===== src/rtl/uart_mmio_ctrl.sv =====
// rtl/uart_mmio_ctrl.sv - memory-mapped UART front end: RX byte buffer, TX handshake FSM, CPU register decode
//
// Purpose: exposes a data register (load pops a received byte, store starts a
// transmission) and a status register {overrun, rx_avail, tx_ready} at two
// fixed CPU byte addresses.
//
// Build option: define UART_RX_FIFO_EN for an RX_DEPTH-entry receive FIFO;
// without it the receive buffer is a single holding register (depth 1).
//
// Ports:
//   clk, rst            clock, synchronous active-high reset
//   cpu_addr            CPU byte address (exact match against DATA_ADDR/STAT_ADDR)
//   cpu_read_ce         load request, one access per cycle
//   cpu_write_ce        store request; wins over a simultaneous load
//   cpu_wdata           store data, only [7:0] used
//   cpu_rdata           combinational load data
//   cpu_stall           holds a data store while a transmission is in progress
//   rx_fin, rx_data     one-cycle pulse with a received byte
//   tx_write_ce         one-cycle pulse starting transmission of tx_wdata
//   tx_wdata            byte to transmit, stable until tx_fin
//   tx_fin              one-cycle pulse: transmission complete

module uart_mmio_ctrl #(
  parameter logic [31:0] DATA_ADDR = 32'hBFD003F8,
  parameter logic [31:0] STAT_ADDR = 32'hBFD003FC,
  parameter int          RX_DEPTH  = 8
) (
  input  logic        clk,
  input  logic        rst,
  input  logic [31:0] cpu_addr,
  input  logic        cpu_read_ce,
  input  logic        cpu_write_ce,
  input  logic [31:0] cpu_wdata,
  output logic [31:0] cpu_rdata,
  output logic        cpu_stall,
  input  logic        rx_fin,
  input  logic [7:0]  rx_data,
  output logic        tx_write_ce,
  output logic [7:0]  tx_wdata,
  input  logic        tx_fin
);

  // Checked in both builds so a configuration stays valid when the FIFO is enabled.
  if ((RX_DEPTH < 2) || (RX_DEPTH > 64) || ((RX_DEPTH & (RX_DEPTH - 1)) != 0)) begin : g_bad_depth
    $error("RX_DEPTH must be a power of two in 2..64");
  end

  typedef enum logic [1:0] {
    S_IDLE = 2'd0,
    S_SEND = 2'd1,
    S_WAIT = 2'd2
  } tx_state_t;

  tx_state_t   r_state;
  logic        r_tx_write_ce;
  logic [7:0]  r_tx_wdata;
  logic        r_overrun;

  logic        w_data_hit;
  logic        w_stat_hit;
  logic        w_wr_data;
  logic        w_rd_data;
  logic        w_rd_stat;
  logic        w_pop;
  logic        w_push;
  logic        w_drop;
  logic        w_empty;
  logic        w_full;
  logic [7:0]  w_head;
  logic [23:0] w_unused_wdata;

  assign w_unused_wdata = cpu_wdata[31:8];

  assign w_data_hit = (cpu_addr == DATA_ADDR);
  assign w_stat_hit = (cpu_addr == STAT_ADDR);

  // A store masks a simultaneous load entirely.
  assign w_wr_data = cpu_write_ce & w_data_hit;
  assign w_rd_data = cpu_read_ce & ~cpu_write_ce & w_data_hit;
  assign w_rd_stat = cpu_read_ce & ~cpu_write_ce & w_stat_hit;

  // A pop on the same edge frees the slot, so a full buffer still accepts the byte.
  assign w_pop  = w_rd_data & ~w_empty;
  assign w_push = rx_fin & (~w_full | w_pop);
  assign w_drop = rx_fin & w_full & ~w_pop;

  assign cpu_stall   = w_wr_data & (r_state != S_IDLE);
  assign tx_write_ce = r_tx_write_ce;
  assign tx_wdata    = r_tx_wdata;

  always_comb begin
    cpu_rdata = 32'd0;
    if (w_rd_stat) begin
      cpu_rdata = {29'd0, r_overrun, ~w_empty, (r_state == S_IDLE)};
    end else if (w_pop) begin
      cpu_rdata = {24'd0, w_head};
    end
  end

  // A fresh drop on the same edge as a status read stays visible to the next read.
  always_ff @(posedge clk) begin
    if (rst) begin
      r_overrun <= 1'b0;
    end else if (w_drop) begin
      r_overrun <= 1'b1;
    end else if (w_rd_stat) begin
      r_overrun <= 1'b0;
    end
  end

  always_ff @(posedge clk) begin
    if (rst) begin
      r_state       <= S_IDLE;
      r_tx_write_ce <= 1'b0;
      r_tx_wdata    <= 8'd0;
    end else begin
      case (r_state)
        S_IDLE: begin
          if (w_wr_data) begin
            r_state       <= S_SEND;
            r_tx_write_ce <= 1'b1;
            r_tx_wdata    <= cpu_wdata[7:0];
          end
        end
        S_SEND: begin
          r_state       <= S_WAIT;
          r_tx_write_ce <= 1'b0;
        end
        S_WAIT: begin
          if (tx_fin) begin
            r_state <= S_IDLE;
          end
        end
        default: begin
          r_state       <= S_IDLE;
          r_tx_write_ce <= 1'b0;
        end
      endcase
    end
  end

`ifdef UART_RX_FIFO_EN
  localparam int PW = $clog2(RX_DEPTH);

  logic [7:0]  r_mem [RX_DEPTH];
  logic [PW-1:0] r_wptr;
  logic [PW-1:0] r_rptr;
  logic [PW:0]   r_count;

  assign w_empty = (r_count == '0);
  assign w_full  = (r_count == (PW + 1)'(RX_DEPTH));
  assign w_head  = r_mem[r_rptr];

  always_ff @(posedge clk) begin
    if (!rst && w_push) begin
      r_mem[r_wptr] <= rx_data;
    end
  end

  // Pointers wrap naturally because RX_DEPTH is a power of two.
  always_ff @(posedge clk) begin
    if (rst) begin
      r_wptr  <= '0;
      r_rptr  <= '0;
      r_count <= '0;
    end else begin
      if (w_push) begin
        r_wptr <= r_wptr + PW'(1);
      end
      if (w_pop) begin
        r_rptr <= r_rptr + PW'(1);
      end
      if (w_push && !w_pop) begin
        r_count <= r_count + (PW + 1)'(1);
      end else if (!w_push && w_pop) begin
        r_count <= r_count - (PW + 1)'(1);
      end
    end
  end
`else
  logic [7:0] r_hold;
  logic       r_valid;

  assign w_empty = ~r_valid;
  assign w_full  = r_valid;
  assign w_head  = r_hold;

  always_ff @(posedge clk) begin
    if (rst) begin
      r_hold  <= 8'd0;
      r_valid <= 1'b0;
    end else if (w_push) begin
      r_hold  <= rx_data;
      r_valid <= 1'b1;
    end else if (w_pop) begin
      r_valid <= 1'b0;
    end
  end
`endif

endmodule

===== config.mk =====
export PLATFORM = sky130hd
export DESIGN_NAME = uart_mmio_ctrl
export DESIGN_NICKNAME = d
export VERILOG_FILES = /design/src/rtl/uart_mmio_ctrl.sv
export SDC_FILE = /design/constraint.sdc
export NUM_CORES = 1
export LEC_CHECK = 0
export BUFFER_PORTS_ARGS = -buffer_cell sky130_fd_sc_hd__buf_4
export CORE_AREA = 2 2 70 55
export CTS_CLUSTER_DIAMETER = 120
export DETAILED_ROUTE_END_ITERATION = 6
export DIE_AREA = 0 0 72 57
export MAX_ROUTING_LAYER = met4
export PLACE_DENSITY = 0.81
export SLEW_MARGIN = 20
export SYNTH_ARGS = -nofsm -noshare
export SYNTH_HDL_FRONTEND = slang
export SYNTH_SLANG_ARGS = --single-unit

===== constraint.sdc =====
create_clock -name clk -period 4.1 [get_ports clk]
set_clock_uncertainty 0.15 [all_clocks]
set_input_delay 0.41 -clock clk [delete_from_list [all_inputs] [get_ports clk]]
set_output_delay 0.41 -clock clk [all_outputs]
set_load 0.01 [all_outputs]

==> run metrics, run 1 <==
Max-Cap Viols=0; Die Span Y=57 µm; Worst EP required=3.54 ns; type of the worst setup path=in -> out; GPL Wtd Cong=0.837; fraction of registers with async set or reset after synthesis=0%; Final period util=74.8%; DRT iter0 DRCs=44; via/cell ratio=4.57; Syn Inst Count=148; fin area=approximately 0.0018 mm²; largest net degree at the start of global routing=38; Initial Utilization=approximately 38%; FMAX=0.326 GHz; DRC viols=0; DR vias=between 1000 and 1500; die area=between 0.004 and 0.005 mm²; total CTS buffers=3; RSZ-0062 raised after global routing=no; status=complete, no violations; vias in the first global route=1146; Final Non-Filler Cells=around 260; crit path time final=a little over 3 ns; Post-CTS Setup Inserts=0; Layout Nets=296; Power Density=231 mW/mm²; CP max-delay cell=or4_1; drt pass-1 iters=4; CORE AREA=0.00349 mm²; CTS Root Cell=clkbuf_8; Distinct cells, synth=33; clock sink count=21; Port Buffers=71; clock latency on the worst-skew pair=0.25 ns; main flop type after synthesis=dfxtp_1; setup violators final=0; Area after DPL=0.00180 mm²; CP Max Fanout=6; Pleak=0.854 nW; number of synthesized flops with an enable pin=0; CP cell instances=buf_4 -> or4b_1 -> or4_1 -> nor3_1 -> a32o_1 -> buf_4; startpoint types=primary input; first-pass GRT wire length=4770 µm; number of I/O pins=120; grt ovf=0; share of layout cells above drive strength 1=36.4%; actual slew at the worst max-slew pin=0.570 ns; initial antenna violation count=0; DIE WIDTH=roughly 70 µm; VDD IR max=0.000211 V; CTS tree=yes; Slew headroom=between 60% and 70%; Slew Viols, Final=0; Worst Hold Class=in -> reg; Cell Area, Synth=0.00132 mm²; flops & latches, synth=21; synth-to-layout area growth=40.2%; setup TNS=0 ns; total track usage=~15%; critical path's top delay family=simple AND/OR/NAND/NOR gates; row count=19; post_cts resized=0; Worst setup EP type=output port; Detailed Route WL=2920 µm; Worst Path Buf+Inv=2; H-tree levels=1; routed wire length per instance=around 11 µm; slowest stage delay, CP=0.68 ns; syn avg cell area=8.89 µm²; Clk pin slew, worst setup/hold paths=0.07 ns; placed insts=255; CP Data Arrival Time=2.51 ns; Seq/Total Area, Yosys=31.9%; ANT nets after route=0; cell mode on critical path=buf_4; DP HPWL=2370 µm; final hold vios=0; ANT cells=0; Synth warnings=0; hold buffer count at CTS=0; maximum clock insertion buffer count=2
-- cell usage in the layout (no fill, tap or decap), types with 2 or more instances in the layout --
| cell | instances |
|---|---|
| buf_4 | 73 |
| nand2b_1 | 33 |
| conb_1 | 24 |
| dfxtp_1 | 21 |
| mux2i_1 | 17 |
| and2_1 | 6 |
| nand2_1 | 5 |
| nor2_1 | 5 |
| nor2b_1 | 3 |
| clkbuf_8 | 3 |
| nor4_1 | 2 |
| nand4_1 | 2 |
| nor3_1 | 2 |
| inv_1 | 2 |
-- per-stage QoR --
| step | utilization [%] | hold WS (ns) | setup slack (ns) | power [W] |
|---|---|---|---|---|
| global placement | 51.5 | 0.308 | 1.06 | 0.000297 |
| floorplan | - | 0.294 | 1.29 | 0.000273 |
| detailed placement | 51.5 | 0.313 | 1.02 | 0.000299 |
| global route | 52.8 | 0.268 | 0.943 | 0.000452 |
| CTS | 52.8 | 0.260 | 1.02 | 0.000434 |
| finish | 52.8 | 0.267 | 1.03 | 0.000427 |
-- final timing paths --
kind | from | slack [ns] | cells after the start | endpoint
hold reg to reg | r_hold[6] | 0.33 | 2 | r_hold[6]
setup / recovery | cpu_addr[16] | 1.03 | 6 | cpu_rdata[0]
hold / removal | rx_data[0] | 0.27 | 3 | r_hold[0]
setup reg to reg | r_state[1] | 2.69 | 5 | tx_wdata[6]
-- synthesized netlist by cell type (2+ instances only) --
library cell	n	area share (%)
nand2b_1	33	16
buf_4	24	14
dfxtp_1	21	32
mux2i_1	17	13
and2_1	6	2.9
clkbuf_1	5	1.4
nand2_1	5	1.4
nor2_1	5	1.4
nor2b_1	3	1.4
nor4_1	3	1.4
inv_1	2	0.57
nand4_1	2	0.95
nor3_1	2	0.76
-- power by group --
group	internal (W)	switching, W
Sequential	0.000210	0.00000407
Clock	0.0000691	0.0000631
Combinational	0.0000477	0.0000327
-- sequential cells by signal, summed over array words and instances, names as in the netlist --
signal	count
r_valid	1
r_state	2
tx_write_ce	1
tx_wdata	8
r_hold	8
r_overrun	1
-- final cells by class --
type	count	area, µm²
clock buffer	4	45.0
fill	331	1650
inverter	2	7.51
multi-input combinational	117	772
sequential	21	420
tap	42	52.6
timing repair buffer	73	548
-- worst reg2reg max path: cells and delay by family, from the launching register on --
| family | cells | cell delay [ns] |
|---|---|---|
| buffers and inverters | 1 | 0.25 |
| DFF | 1 | 0.32 |
| muxes | 1 | 0.20 |
| and+or+nand+nor | 3 | 0.41 |
-- cell families (layout without fill, tap and decap cells) --
family	count (synthesis)	count (layout)	synth area share, %
DFF	21	21	31.9
other	1	24	0.285
AOI/OAI and AO/OA	8	8	6.75
and+or+nand+nor	68	68	31.7
muxes	17	17	12.9
buffers and inverters	33	79	16.4
-- routing by layer --
layer	global-route usage (%)	up-vias	part of all wire, %
met1	17.9	535	41
met5	-	-	0
met4	4.85	0	0.99
li1	-	590	-
met2	24.1	52	50
met3	4.95	6	7.5
(Power assumes the default switching activity.)
==> inputs of run 2 (changes only) <==
- CORE_AREA: 2 2 70 55 -> 2 2 76 60
- DIE_AREA: 0 0 72 57 -> 0 0 78 62
- PLACE_DENSITY: 0.81 -> 0.72
- clock period: 4.1 -> 2.5 ns (I/O delays scaled with it)
==> run metrics, run 2 (synthesized netlist as in run 1, its figures left out) <==
commonest non-fill, non-tap cell in the layout=buf_4; overall power=0.000705 W; CTS tree=yes; Pleak=0.881 nW; Power Density=367 mW/mm²; Slew Viols, Final=0; crit path time final=2.39 ns; CP Max Fanout=6; CTS Root Cell=clkbuf_8; Worst Hold Class=in -> reg; most frequent cells in the layout=76 x buf_4, 33 x nand2b_1, 24 x conb_1; status=complete, no violations; largest net degree at the start of global routing=38; synth-to-layout area growth=46.1%; routed wire length per instance=10.4 µm; RSZ-0062 raised after global routing=no; GPL Wtd Cong=0.739; number of I/O pins=120; DR vias=1150; WHS=0.103 ns; Worst EP required=2.10 ns; initial antenna violation count=0; die area=0.00484 mm²; FMAX=0.419 GHz; fillers=435; row count=21; Max-Cap Viols=0; CORE AREA=between 0.004 and 0.005 mm²; total CTS buffers=3; share of layout cells above drive strength 1=between 30% and 40%; Port Buffers=71; Layout Nets=300; Clk pin slew, worst setup/hold paths=0.08 ns; grt ovf=0; clock sink count=21; VDD IR max=around 0.00033 V; type of the worst setup path=in -> out; startpoint types=primary input; DP HPWL=between 2000 and 2500 µm; final hold vios=0; Die Span Y=around 62 µm; clock latency on the worst-skew pair=0.25 ns; Final period util=a little over nine tenths; Worst setup EP type=output port; Detailed Route WL=2880 µm; CP Data Arrival Time=slightly below 2 ns; ANT nets after route=0; ANT cells=0; Initial Utilization=31.3%; DIE WIDTH=between 70 and 80 µm; DRC viols=0; DRT iter0 DRCs=22; total track usage=around an eighth; setup violators final=0; drt pass-1 iters=4; vias in the first global route=1053; maximum clock insertion buffer count=2; first-pass GRT wire length=roughly 4500 µm; via/cell ratio=4.14; H-tree levels=1
## run 2: changes by cell type in the layout (fill, tap and decap cells not counted), sizes merged
| cell | before | now |
|---|---|---|
| clkinv | 0 | 1 |
| buf | 73 | 77 |
| clkbuf | 4 | 3 |
## run 2: layout make-up
class	count	area, µm²	share of cell area (%)
inverters	2	7.51	0.390
flip-flops and latches	21	420	21.9
repair buffers	77	591	30.7
clock inverters	1	5.00	0.260
clock buffers	3	41.3	2.15
multi-input cells	117	787	40.9
well taps	57	71.3	3.71
## run 2: per-layer routing
| metal | vias up | GRT usage (%) | wire length, µm |
|---|---|---|---|
| met5 | - | - | 0 |
| met4 | 0 | 3.51 | 14 |
| met3 | 2 | 3.61 | 188 |
| met2 | 37 | 21.2 | 1400 |
| met1 | 516 | 13.6 | 1280 |
| li1 | 595 | - | - |
## run 2: metrics by stage
step	setup slack (ns)	TNS, ns	utilization (%)	cell area [µm²]	instances
4_1_cts	0.108	0	45.7	1920	278
5_1_grt	0.0347	0	45.7	1920	278
6_report	0.114	0	45.7	1920	278
3_5_place_dp	-0.0653	-0.611	44.3	1860	274
2_1_floorplan	0.00898	0	-	1400	171
3_3_place_gp	-0.0775	-0.704	44.3	1860	274
## run 2: path summary, 6_finish.rpt
path / startpoint / end / slack, ns / cells after the start
worst max-delay path: cpu_addr[16] / cpu_rdata[7] / 0.11 / 7
worst min-delay path: rx_data[0] / r_hold[0] / 0.10 / 3
worst max register to register: r_state[0] / tx_wdata[7] / 1.11 / 5
worst min register to register: tx_wdata[7] / tx_wdata[7] / 0.32 / 2
## run 2: critical path: stages
cell    delay, ns
buf_4        0.10
or4b_1       0.52
or4_4        0.46
nor4_2       0.23
buf_4        0.18
and2_1       0.13
buf_4        0.12
## run 2: power by group
part / leakage [nW] / internal, W / switching [W]
sequential: 0.171 / 0.000345 / 0.00000718
clock: 0.0255 / 0.000111 / 0.000107
combinational: 0.684 / 0.0000820 / 0.0000533
total: 0.881 / 0.000537 / 0.000168
## run 2: timing repair
action | in CTS | in global routing
setup endpoints to repair | 7 | 0
setup buffers | 0 | 0
resized for setup | 3 | 0
hold buffers | 0 | 0
